===== src/rtl/window_scheduler.sv =====
// window_scheduler: frame-level controller between the window-position
// generator and a bank of NUM_ENG classifier engines.
//
// On start, pulls hop coordinates over a valid/ready stream, dispatches each
// window round-robin to an idle engine, retires engine results round-robin
// and forwards the coordinates of positive windows on a single-entry
// detection stream. frame_done pulses once all windows are classified and
// every detection has been delivered.
//
// Ports:
//   clk, rst                 clock, synchronous active-high reset
//   start                    frame start pulse (ignored outside IDLE)
//   busy                     high while not IDLE
//   frame_done               one-cycle pulse at end of frame
//   hop_valid/hop_ready      hop coordinate stream, x_hop/y_hop payload
//   eng_start[NUM_ENG]       one-cycle start pulse per engine
//   eng_x/eng_y              per-engine window origin, slice i for engine i
//   res_valid/res_detect     per-engine result, held until res_ack
//   res_ack[NUM_ENG]         same-cycle result acknowledge
//   det_valid/det_ready      detection stream, det_x/det_y payload
//   det_count                (WIN_SCHED_STATS_EN only) positives this frame
//
// Optional feature macro: WIN_SCHED_STATS_EN adds the det_count output.

module window_scheduler #(
    parameter int unsigned IMG_WIDTH  = 41,
    parameter int unsigned IMG_HEIGHT = 50,
    parameter int unsigned SWEEP_X    = 24,
    parameter int unsigned SWEEP_Y    = 24,
    parameter int unsigned NUM_ENG    = 4,
    localparam int unsigned W_X   = $clog2(IMG_WIDTH),
    localparam int unsigned W_Y   = $clog2(IMG_HEIGHT),
    localparam int unsigned TOTAL = (IMG_WIDTH - SWEEP_X) * (IMG_HEIGHT - SWEEP_Y),
    localparam int unsigned W_CNT = $clog2(TOTAL + 1)
) (
    input  logic                   clk,
    input  logic                   rst,
    input  logic                   start,
    output logic                   busy,
    output logic                   frame_done,
    input  logic                   hop_valid,
    output logic                   hop_ready,
    input  logic [W_X-1:0]         x_hop,
    input  logic [W_Y-1:0]         y_hop,
    output logic [NUM_ENG-1:0]     eng_start,
    output logic [NUM_ENG*W_X-1:0] eng_x,
    output logic [NUM_ENG*W_Y-1:0] eng_y,
    input  logic [NUM_ENG-1:0]     res_valid,
    input  logic [NUM_ENG-1:0]     res_detect,
    output logic [NUM_ENG-1:0]     res_ack,
    output logic                   det_valid,
    input  logic                   det_ready,
    output logic [W_X-1:0]         det_x,
`ifdef WIN_SCHED_STATS_EN
    output logic [W_Y-1:0]         det_y,
    output logic [W_CNT-1:0]       det_count
`else
    output logic [W_Y-1:0]         det_y
`endif
);

    localparam int unsigned W_PTR = (NUM_ENG > 1) ? $clog2(NUM_ENG) : 1;

    typedef enum logic [1:0] {
        S_IDLE,
        S_RUN,
        S_DRAIN,
        S_DONE
    } state_t;

    state_t             state;
    state_t             state_nxt;
    logic [NUM_ENG-1:0] eng_busy;
    logic [W_PTR-1:0]   disp_ptr;
    logic [W_PTR-1:0]   ret_ptr;
    logic [W_CNT-1:0]   issued;
    logic [W_X-1:0]     win_x [NUM_ENG];
    logic [W_Y-1:0]     win_y [NUM_ENG];

    logic               grant_any;
    logic [W_PTR-1:0]   grant_idx;
    logic               ret_any;
    logic [W_PTR-1:0]   ret_idx;
    logic               ret_accept;
    logic               ret_positive;
    logic               hop_fire;
    logic               det_pop;

    // Modulo-NUM_ENG pointer add; NUM_ENG need not be a power of two.
    function automatic logic [W_PTR-1:0] ptr_add(input logic [W_PTR-1:0] base,
                                                 input logic [W_PTR-1:0] off);
        logic [W_PTR:0] sum;
        sum = {1'b0, base} + {1'b0, off};
        if (sum >= (W_PTR+1)'(NUM_ENG)) begin
            sum = sum - (W_PTR+1)'(NUM_ENG);
        end
        return sum[W_PTR-1:0];
    endfunction

    // First idle engine at or after the dispatch pointer.
    always_comb begin : dispatch_select
        logic [W_PTR-1:0] idx;
        grant_any = 1'b0;
        grant_idx = '0;
        idx       = '0;
        for (int unsigned k = 0; k < NUM_ENG; k++) begin
            idx = ptr_add(disp_ptr, W_PTR'(k));
            if (!grant_any && !eng_busy[idx]) begin
                grant_any = 1'b1;
                grant_idx = idx;
            end
        end
    end

    // First busy engine with a pending result at or after the retire pointer.
    always_comb begin : retire_select
        logic [W_PTR-1:0] idx;
        ret_any = 1'b0;
        ret_idx = '0;
        idx     = '0;
        for (int unsigned k = 0; k < NUM_ENG; k++) begin
            idx = ptr_add(ret_ptr, W_PTR'(k));
            if (!ret_any && eng_busy[idx] && res_valid[idx]) begin
                ret_any = 1'b1;
                ret_idx = idx;
            end
        end
    end

    assign det_pop      = det_valid && det_ready;
    // A positive result may only retire when the det slot is free or draining now.
    assign ret_accept   = ret_any && (!res_detect[ret_idx] || !det_valid || det_pop);
    assign ret_positive = ret_accept && res_detect[ret_idx];
    assign hop_fire     = hop_valid && hop_ready;

    always_comb begin : ack_decode
        res_ack = '0;
        if (ret_accept) begin
            res_ack[ret_idx] = 1'b1;
        end
    end

    // FSM next state and stream-ready.
    always_comb begin : fsm_comb
        state_nxt = state;
        hop_ready = 1'b0;
        unique case (state)
            S_IDLE: begin
                if (start) begin
                    state_nxt = S_RUN;
                end
            end
            S_RUN: begin
                hop_ready = grant_any && (issued < W_CNT'(TOTAL));
                if (issued == W_CNT'(TOTAL)) begin
                    state_nxt = S_DRAIN;
                end
            end
            S_DRAIN: begin
                if ((eng_busy == '0) && !det_valid) begin
                    state_nxt = S_DONE;
                end
            end
            S_DONE: begin
                state_nxt = S_IDLE;
            end
            default: begin
                state_nxt = S_IDLE;
            end
        endcase
    end

    // State, dispatch, retire and detection registers.
    always_ff @(posedge clk) begin : main_regs
        if (rst) begin
            state      <= S_IDLE;
            busy       <= 1'b0;
            frame_done <= 1'b0;
            eng_busy   <= '0;
            disp_ptr   <= '0;
            ret_ptr    <= '0;
            issued     <= '0;
            eng_start  <= '0;
            det_valid  <= 1'b0;
            det_x      <= '0;
            det_y      <= '0;
            for (int unsigned i = 0; i < NUM_ENG; i++) begin
                win_x[i] <= '0;
                win_y[i] <= '0;
            end
        end else begin
            state      <= state_nxt;
            busy       <= (state_nxt != S_IDLE);
            frame_done <= (state_nxt == S_DONE);
            eng_start  <= '0;

            if ((state == S_IDLE) && start) begin
                issued <= '0;
            end

            if (hop_fire) begin
                eng_busy[grant_idx]  <= 1'b1;
                eng_start[grant_idx] <= 1'b1;
                win_x[grant_idx]     <= x_hop;
                win_y[grant_idx]     <= y_hop;
                disp_ptr             <= ptr_add(grant_idx, W_PTR'(1));
                issued               <= issued + W_CNT'(1);
            end

            // grant_idx is never busy and ret_idx always is, so they never collide.
            if (ret_accept) begin
                eng_busy[ret_idx] <= 1'b0;
                ret_ptr           <= ptr_add(ret_idx, W_PTR'(1));
            end

            if (ret_positive) begin
                det_valid <= 1'b1;
                det_x     <= win_x[ret_idx];
                det_y     <= win_y[ret_idx];
            end else if (det_pop) begin
                det_valid <= 1'b0;
            end
        end
    end

    // Expose the latched windows as flat per-engine slices.
    for (genvar g = 0; g < NUM_ENG; g++) begin : g_eng_out
        assign eng_x[g*W_X +: W_X] = win_x[g];
        assign eng_y[g*W_Y +: W_Y] = win_y[g];
    end

`ifdef WIN_SCHED_STATS_EN
    // Positive results accepted since the last start; holds after frame_done.
    always_ff @(posedge clk) begin : stats_regs
        if (rst) begin
            det_count <= '0;
        end else if ((state == S_IDLE) && start) begin
            det_count <= '0;
        end else if (ret_positive) begin
            det_count <= det_count + W_CNT'(1);
        end
    end
`endif

endmodule


===== config.mk =====
export PLATFORM = sky130hd
export DESIGN_NAME = window_scheduler
export DESIGN_NICKNAME = d
export VERILOG_FILES = /design/src/rtl/window_scheduler.sv
export SDC_FILE = /design/constraint.sdc
export NUM_CORES = 1
export LEC_CHECK = 0
export ABC_CLOCK_PERIOD_IN_PS = 4500
export CORE_UTILIZATION = 35
export CTS_CLUSTER_SIZE = 30
export DETAILED_ROUTE_END_ITERATION = 8
export HOLD_SLACK_MARGIN = 0.12
export PLACE_DENSITY = 0.66
export REMOVE_ABC_BUFFERS = 1
export SYNTH_ARGS = -nofsm -noshare
export SYNTH_HDL_FRONTEND = slang
export SYNTH_SLANG_ARGS = --single-unit

===== constraint.sdc =====
create_clock -name clk -period 4.5 [get_ports clk]
set_input_delay 0.9 -clock clk [delete_from_list [all_inputs] [get_ports clk]]
set_output_delay 0.9 -clock clk [all_outputs]
set_load 0.01 [all_outputs]

==> impl_metrics.py, run 1 <==
metrics = {
    "sta": {
        "setup_violations": 0,
        "fin_crit_sh_pct": 96.2,
        "clock_skew_ns": 0.0105,
        "fmax_mhz": 231,
        "slew_headroom_pct": 36.5,
        "tns_ns": 0,
        "period_needed_ns": 4.33,
        "hold_viol": 0,
        "slew_violations": 0,
        "max_slew.worst_pin.slew_ns": 0.949,
        "rsz0062_at_grt": "no",
        "holdWs_ns": 0.457,
    },
    "drt": {
        "ant_nets": 0,
        "dr.pass1.iters": 7,
        "wl_per_cell_um": 17.9,
        "drtIter0Drc": 271,
        "drc": 15,
        "via_per_inst": 5.29,
        "vias": 3425,
        "wl_mm": 11.6,
    },
    "clocking": {
        "clock_latency_ns": 0.33,
        "cts_tree": "built",
        "clock_sinks": 86,
        "clk_pin_slew_ns": 0.06,
        "cts_made_buffers": 9,
        "clockBufferDepth": 2,
        "cts_setup_buffers": 0,
        "clockRootBuffer": "clkbuf_16",
        "htree_levels": 3,
    },
    "job": {
        "max-cap-violations": 0,
    },
    "yosys": {
        "synthDominantCellAreaShare_pct": 34.6,
        "synth_cells": 404,
        "ys_seq_area_share_pct": 52.9,
        "synth_edf_count": 48,
        "yosysWarnings": 0,
        "synth_top_cell_by_area": "edfxtp_1",
        "synthArstFlopShare_pct": 0,
        "syn_avg_cell_area_um2": 10.3,
        "synth-seq-cells": 86,
        "yosysUniqueCellTypes": 48,
        "synth_flop_cell": "edfxtp_1",
        "synthesis.area_um2": 4170,
        "ys_top_cells_by_area": "edfxtp_1, dfxtp_1, and2_1",
    },
    "critical_path": {
        "cp_max_fo": 7,
        "path_cells": "clkdlybuf4s50_1 > nand2_1 > o21ai_1 > a21oi_1 > a211o_1 > a31oi_4 > and2_1 > clkdlybuf4s50_1",
        "cp-end-kind": "output pin",
        "arrival_ns": 3.43,
        "worst_path_max_delay_cell": "clkdlybuf4s50_1",
        "cp-start-kind": "primary input",
        "cp.required_ns": 3.60,
        "critPathBufInv": 2,
        "worst-setup-path-type": "in2out",
        "cp_top_family": "compound AO/OA/AOI/OAI gates",
        "critical-path-max-stage-delay_ns": 0.54,
        "cp_common_cell": "clkdlybuf4s50_1",
    },
    "floorplanning": {
        "die_h_um": 111,
        "fp-row-count": 39,
        "ios": 97,
        "dieArea_um2": 12300,
        "die_x_um": 111,
        "initial_utilization_pct": 36.2,
        "design.core.area_um2": 11500,
    },
    "pwr": {
        "clkPwrFrac_pct": 40.6,
        "power_frac_comb_pct": 10.9,
        "powerDensity_nw_per_um2": 325,
        "pwr-share-seq_pct": 48.6,
        "power_switching_share_pct": 23.4,
        "p_switching_w": 0.000424,
        "power.leakage_nw": 2.14,
        "ir_drop_mv": 0.156,
        "power.internal_w": 0.00139,
    },
    "global_routing": {
        "first_global_vias": 3403,
        "overflow": 0,
        "grt_pass1_wl_mm": 18.1,
        "grt_start_max_net_pins": 35,
        "grt.total_usage_pct": 18.9,
        "antenna_found_initial": 0,
    },
    "cells_and_area": {
        "fin_nets": 534,
        "antennaDiodeCount": 0,
        "drive_gt1_share_pct": 7.14,
        "syn_to_final_growth_pct": 33.9,
    },
    "status": {
        "violations": "design-rule violations",
        "status": "complete, but fails checks",
    },
    "placement": {
        "gp_congestion": 0.812,
        "port_buffers": 96,
        "dp_hpwl_mm": 7.74,
    },
    "worst_hold_path": {
        "holdCritPathClass": "reg2reg",
    },
}
final timing paths:
| path | slack [ns] | start | cells past startpoint | to |
|---|---|---|---|---|
| hold / removal | 0.46 | det_x[5] | 2 | det_x[5] |
| setup / recovery | 0.17 | res_valid[0] | 8 | res_ack[1] |
| hold reg to reg | 0.46 | det_x[5] | 2 | det_x[5] |
| setup reg to reg | 1.66 | issued[2] | 5 | win_x[1][0] |
layout by cell type (no fill, tap or decap), types with 2 or more instances in the layout:
master,netlist,layout
nand3b_1,4,4
o21ai_0,8,6
a211o_1,3,3
clkbuf_16,0,9
clkbuf_1,14,2
a221o_1,12,12
edfxtp_1,48,48
nor2b_1,9,9
nand2_1,48,48
mux2i_1,12,12
a211oi_1,3,3
o21a_1,2,2
a21o_1,2,2
ha_1,10,10
and3_1,8,8
a21oi_1,40,40
nand2b_1,4,4
clkinv_2,0,2
a2bb2oi_1,4,4
o21ai_1,1,3
clkdlybuf4s50_1,0,96
dfxtp_1,38,38
inv_1,7,7
nand3_1,12,12
a31oi_1,5,5
and2_1,59,59
nor2_1,17,17
or3_1,2,2
or2_2,2,2
buf_4,0,10
inv_2,2,2
flip-flops by register name, indices dropped and copies added, names as in the netlist:
name        cells
issued          9
state           2
win_y          24
eng_start       4
busy            1
det_y           6
eng_busy        4
det_valid       1
det_x           6
frame_done      1
win_x          24
ret_ptr         2
disp_ptr        2
cell usage after synthesis, types with 2 or more instances:
master,count
inv_1,7
a21oi_1,40
inv_2,2
nand3b_1,4
or2_2,2
and3_1,8
nor2b_1,9
nand2_1,48
a211oi_1,3
nor2_1,17
buf_2,6
buf_6,2
a31oi_1,5
or3_1,2
clkbuf_1,14
and2_1,59
dfxtp_1,38
edfxtp_1,48
mux2i_1,12
o31ai_1,2
nand3_1,12
a21o_1,2
nand2b_1,4
ha_1,10
a211o_1,3
a2bb2oi_1,4
o21ai_0,8
o21a_1,2
a221o_1,12
per-layer routing:
layer	routed length [um]	track usage [%]	part of all wire (%)	vias up
li1	-	-	-	1632
met1	5230	24.7	45	1653
met2	5530	31.7	48	130
met3	692	3.44	6.0	10
met4	112	5.68	0.97	0
met5	0	0	0	-
stage by stage:
stage	worst slack (ns)	total power, W	instances	util, %	cell area, um2
2_1_floorplan	0.854	0.000976	382	-	4060
3_3_place_gp	0.223	0.00109	631	45.8	5280
3_5_place_dp	0.120	0.00109	631	45.8	5280
4_1_cts	0.0849	0.00182	647	48.4	5570
5_1_grt	0.0703	0.00187	647	48.4	5580
6_report	0.169	0.00181	647	48.4	5580
worst reg2reg max path: cells and delay by family (launching register included):
kind	cells	cell delay [ns]
AND/OR/NAND/NOR	3	1.70
AO/OA/AOI/OAI	2	0.43
flip-flops	1	0.36
power by group through the flow:
stage                     registers [W]   logic, W  clock network, W
after global routing           0.000883   0.000212          0.000770
after CTS                      0.000880   0.000197          0.000740
after detailed placement       0.000897   0.000195                 0
after global placement         0.000897   0.000192                 0
final                          0.000880   0.000197          0.000734
after floorplan                0.000903  0.0000730                 0
repair_timing:
action / 4_1_cts / 5_1_grt
hold buffers: 0 / 0
setup endpoints to repair: 0 / 2
gates resized for setup: 0 / 1
logic make-up (layout without fill, tap and decap cells):
logic type | after synthesis | after routing | share of synthesized area [%]
buffers and inverters | 32 | 132 | 3.42
flip-flops | 86 | 86 | 52.9
AND/OR/NAND/NOR | 173 | 173 | 22.6
adder cells (fa/ha/maj) | 10 | 10 | 3.00
AO/OA/AOI/OAI | 91 | 91 | 15.2
multiplexers | 12 | 12 | 2.88
cell type report:
type                       count  area, um2
fill                        1044       5940
sequential                    86       2200
multi-input combinational    286       1830
timing repair buffer         106       1040
clock buffer                  11        233
tap                          143        179
clock inverter                 5       57.6
inverter                      10       37.5
Power figures use the tool's default switching activity.
==> run 2, diff against run 1 <==
Settings changed: PLACE_DENSITY 0.66 to 0.61.
==> impl_metrics.py, run 2 (synthesized netlist as in run 1, its figures left out) <==
metrics = {
    "global_routing": {
        "grt_start_max_net_pins": 35,
        "first_global_vias": 3360,
        "grt.total_usage_pct": 18.3,
        "antenna_found_initial": 0,
        "grt_pass1_wl_mm": 17.6,
        "overflow": 0,
    },
    "cells_and_area": {
        "multi_input_area_um2": 1830,
        "layout_common_cells": "clkdlybuf4s50_1, and2_1, nand2_1, edfxtp_1, a21oi_1",
        "regArea_um2": 2200,
        "fin_nets": 534,
        "fillCellCount": 1045,
        "final_area_um2": 5620,
        "top_regs": "win_x (24), win_y (24), issued (9)",
        "syn_to_final_growth_pct": 35.0,
        "post-route-util_pct": 48.8,
        "drive_gt1_share_pct": 7.16,
        "final_common_cell": "clkdlybuf4s50_1",
        "antennaDiodeCount": 0,
    },
    "sta": {
        "fin_crit_sh_pct": 96.2,
        "clock_skew_ns": 0.00693,
        "max_slew.worst_pin.slew_ns": 0.814,
        "tns_ns": 0,
        "rsz0062_at_grt": "no",
        "fmax_mhz": 231,
        "finalWorstSetupSlack_ns": 0.170,
        "hold_viol": 0,
        "period_needed_ns": 4.33,
        "slew_violations": 0,
        "holdWs_ns": 0.453,
        "setup_violations": 0,
        "slew_headroom_pct": 45.6,
    },
    "critical_path": {
        "reg2reg_from": "state[0]",
        "arrival_ns": 3.43,
        "cp_max_fo": 8,
        "cp-end-kind": "output pin",
        "cp.required_ns": 3.60,
        "worst-setup-path-type": "in2out",
        "cp-start-kind": "primary input",
        "crit_start": "res_valid[0]",
    },
    "drt": {
        "via_per_inst": 5.26,
        "wl_mm": 11.0,
        "wl_per_cell_um": 17.0,
        "ant_nets": 0,
        "vias": 3400,
        "drc": 14,
        "drtIter0Drc": 209,
        "dr.pass1.iters": 7,
    },
    "pwr": {
        "power.internal_w": 0.00150,
        "power_switching_share_pct": 21.9,
        "power.leakage_nw": 2.16,
        "p_switching_w": 0.000421,
        "clkPwrFrac_pct": 44.1,
        "power_frac_comb_pct": 10.0,
        "ir_drop_mv": 0.187,
        "pwr-share-seq_pct": 45.9,
        "powerDensity_nw_per_um2": 341,
    },
    "floorplanning": {
        "die_x_um": 111,
        "ios": 97,
        "fp-row-count": 39,
        "design.core.area_um2": 11500,
        "initial_utilization_pct": 36.2,
        "die_h_um": 111,
        "dieArea_um2": 12300,
    },
    "clocking": {
        "clock_latency_ns": 0.33,
        "clockBufferDepth": 2,
        "clk_pin_slew_ns": 0.06,
        "cts_setup_buffers": 0,
        "clock_sinks": 86,
        "htree_levels": 3,
        "cts_made_buffers": 9,
        "cts_tree": "built",
        "clockRootBuffer": "clkbuf_16",
    },
    "placement": {
        "port_buffers": 96,
        "place_ws_ns": 0.124,
        "gp_congestion": 0.784,
        "placed_cell_area_um2": 5280,
        "dp_hpwl_mm": 7.73,
    },
    "job": {
        "max-cap-violations": 0,
    },
    "status": {
        "status": "complete, but fails checks",
        "violations": "design-rule violations",
    },
    "worst_hold_path": {
        "hp-start": "issued[8]",
        "holdCritPathClass": "reg2reg",
    },
}
## run 2: cell types whose count changed in the layout (fill, tap and decap cells not counted), sizes merged
cell    before  now
clkinv       4    2
bufinv       1    3
clkbuf      11   10
## run 2: critical path: stages
cell and delay [ns]:
clkdlybuf4s50_1 0.48, nand2_1 0.10, o21ai_1 0.34, a21oi_1 0.15
a211o_1 0.39, a31oi_4 0.32, and2_1 0.20, clkdlybuf4s50_1 0.54
## run 2: worst paths after layout
kind,endpoint,slack (ns),depth (start not counted)
max,res_ack[0],0.17,8
min,issued[8],0.45,2
max reg2reg,win_y[1][4],1.74,5
min reg2reg,issued[8],0.45,2
## run 2: final cells by class
type,instances,share of cell area (%)
clock buffer,10,4.07
clock inverter,5,1.91
inverter,10,0.668
multi-input combinational,286,32.6
sequential,86,39.2
tap,143,3.18
timing repair buffer,106,18.4
## run 2: what timing repair did
item | 4_1_cts | 5_1_grt
endpoints found under the setup margin | 0 | 3
gates resized for setup | 0 | 1
hold buffers | 0 | 0
## run 2: power by group through the flow
stage / registers (W) / clock network, W / logic (W)
floorplan: 0.000903 / 0 / 0.0000730
global placement: 0.000897 / 0 / 0.000191
detailed placement: 0.000897 / 0 / 0.000194
CTS: 0.000880 / 0.000858 / 0.000195
global route: 0.000883 / 0.000886 / 0.000210
finish: 0.000880 / 0.000845 / 0.000193
## run 2: metrics by stage
step | instances | power [W]
2_1_floorplan | 382 | 0.000976
3_3_place_gp | 631 | 0.00109
3_5_place_dp | 631 | 0.00109
4_1_cts | 646 | 0.00193
5_1_grt | 646 | 0.00198
6_report | 646 | 0.00192
## run 2: layer usage
metal / up-vias / global-route usage (%) / part of all wire [%]
li1: 1635 / - / -
met1: 1653 / 23.4 / 43
met2: 108 / 31.6 / 51
met3: 4 / 3.61 / 6.3
met4: 0 / 5.05 / 0.52
met5: - / 0 / 0
==> run 3, diff against run 2 <==
Settings changed: CAP_MARGIN from default to 40, CORE_UTILIZATION 35 to 53, PLACE_DENSITY 0.61 to 0.86.
==> impl_metrics.py, run 3 (synthesized netlist as in run 1, its figures left out) <==
metrics = {
    "floorplanning": {
        "die_h_um": 90.7,
        "die_x_um": 90.7,
        "fp-row-count": 31,
        "dieArea_um2": 8220,
        "ios": 97,
        "initial_utilization_pct": 56.2,
        "design.core.area_um2": 7410,
    },
    "placement": {
        "placed_cell_area_um2": 5220,
        "port_buffers": 96,
        "dp_hpwl_mm": 7.11,
        "gp_congestion": 0.878,
    },
    "cells_and_area": {
        "fin_nets": 533,
        "final_common_cell": "clkdlybuf4s50_1",
        "antennaDiodeCount": 0,
        "top_regs": "win_x (24), win_y (24), issued (9)",
        "regArea_um2": 2200,
        "layout_common_cells": "clkdlybuf4s50_1, and2_1, nand2_1, edfxtp_1, a21oi_1",
        "multi_input_area_um2": 1830,
        "fillCellCount": 532,
        "final_area_um2": 5420,
        "drive_gt1_share_pct": 7.16,
        "syn_to_final_growth_pct": 30.2,
    },
    "drt": {
        "wl_per_cell_um": 17.4,
        "wl_mm": 10.5,
        "drc": 0,
        "via_per_inst": 5.73,
        "ant_nets": 0,
        "dr.pass1.iters": 4,
        "drtIter0Drc": 174,
        "vias": 3448,
    },
    "pwr": {
        "ir_drop_mv": 0.193,
        "power.internal_w": 0.00122,
        "clkPwrFrac_pct": 34.2,
        "power_frac_comb_pct": 11.9,
        "powerDensity_nw_per_um2": 300,
        "power_switching_share_pct": 25.2,
        "p_switching_w": 0.000410,
        "pwr-share-seq_pct": 54.0,
        "power.leakage_nw": 2.09,
    },
    "global_routing": {
        "grt.total_usage_pct": 26.1,
        "grt_pass1_wl_mm": 16.8,
        "first_global_vias": 3475,
        "overflow": 0,
        "grt_start_max_net_pins": 35,
        "antenna_found_initial": 0,
    },
    "critical_path": {
        "critical-path-max-stage-delay_ns": 0.53,
        "cp.required_ns": 3.60,
        "critPathBufInv": 2,
        "cp_common_cell": "clkdlybuf4s50_1",
        "cp_max_fo": 8,
        "arrival_ns": 3.40,
        "worst_path_max_delay_cell": "clkdlybuf4s50_1",
        "worst-setup-path-type": "in2out",
        "cp-end-kind": "output pin",
        "cp-start-kind": "primary input",
        "path_cells": "clkdlybuf4s50_1 > a22oi_1 > nand2b_1 > a21oi_1 > a211o_1 > a31oi_4 > and2_1 > clkdlybuf4s50_1",
        "cp_top_family": "compound AO/OA/AOI/OAI gates",
    },
    "clocking": {
        "cts_setup_buffers": 0,
        "clock_latency_ns": 0.35,
        "htree_levels": 3,
        "cts_resized": 0,
        "clk_pin_slew_ns": 0.09,
        "clock_sinks": 86,
        "postCtsHoldBufs": 0,
        "cts_made_buffers": 9,
        "clockBufferDepth": 2,
        "clockRootBuffer": "clkbuf_8",
        "cts_tree": "built",
    },
    "worst_hold_path": {
        "holdCritPathClass": "reg2reg",
    },
    "sta": {
        "fmax_mhz": 232,
        "hold_viol": 0,
        "max_slew.worst_pin.slew_ns": 0.888,
        "tns_ns": 0,
        "slew_violations": 0,
        "slew_headroom_pct": 40.6,
        "period_needed_ns": 4.30,
        "setup_violations": 0,
        "rsz0062_at_grt": "no",
        "clock_skew_ns": 0.0152,
        "fin_crit_sh_pct": 95.6,
    },
    "job": {
        "max-cap-violations": 0,
    },
    "status": {
        "status": "completed",
    },
}
run 3: power groups by stage:
stage	clock (W)	combinational (W)	sequential, W
CTS	0.000562	0.000193	0.000878
detailed placement	0	0.000192	0.000896
floorplan	0	0.0000730	0.000903
global route	0.000594	0.000208	0.000881
global placement	0	0.000187	0.000895
finish	0.000557	0.000193	0.000878
run 3: metal layers:
layer  part of all wire, %  global-route usage (%)  routed length (um)  vias to the layer above
li1                      -                       -                   -                     1631
met1                    40                    30.4                4170                     1624
met2                    51                    46.6                5330                      162
met3                   6.8                    5.22                 715                       31
met4                   2.6                    10.6                 271                        0
met5                     0                       0                   0                        -
run 3: final cells by class:
class / instances / area share [%]
tap: 99 / 2.28
timing repair buffer: 105 / 19.0
sequential: 86 / 40.6
clock inverter: 7 / 1.52
inverter: 10 / 0.692
multi-input combinational: 286 / 33.7
clock buffer: 9 / 2.28
run 3: worst paths after layout:
path | startpoint | endpoint | slack (ns) | cells past startpoint
max | res_valid[2] | res_ack[0] | 0.20 | 8
min reg2reg | issued[8] | issued[8] | 0.46 | 2
max reg2reg | state[0] | win_x[1][4] | 1.70 | 5
min | issued[8] | issued[8] | 0.46 | 2
run 3: worst reg2reg max path, cell delays in order (launching register included):
cell and delay, ns:
dfxtp_1 0.40, nor2b_1 0.18, and2_1 0.20, and4_1 0.62, and3_1 0.60, or2_2 0.46
run 3: stage by stage:
| step | instances | util (%) | setup slack [ns] | hold slack [ns] | total power (W) |
|---|---|---|---|---|---|
| final | 602 | 73.2 | 0.198 | 0.459 | 0.00163 |
| after global routing | 602 | 73.2 | 0.0579 | 0.482 | 0.00168 |
| after CTS | 602 | 73.2 | 0.193 | 0.465 | 0.00163 |
| after detailed placement | 586 | 70.4 | 0.189 | 0.452 | 0.00109 |
| after global placement | 586 | 70.4 | 0.268 | 0.444 | 0.00108 |
| after floorplan | 382 | - | 0.854 | 0.426 | 0.000976 |
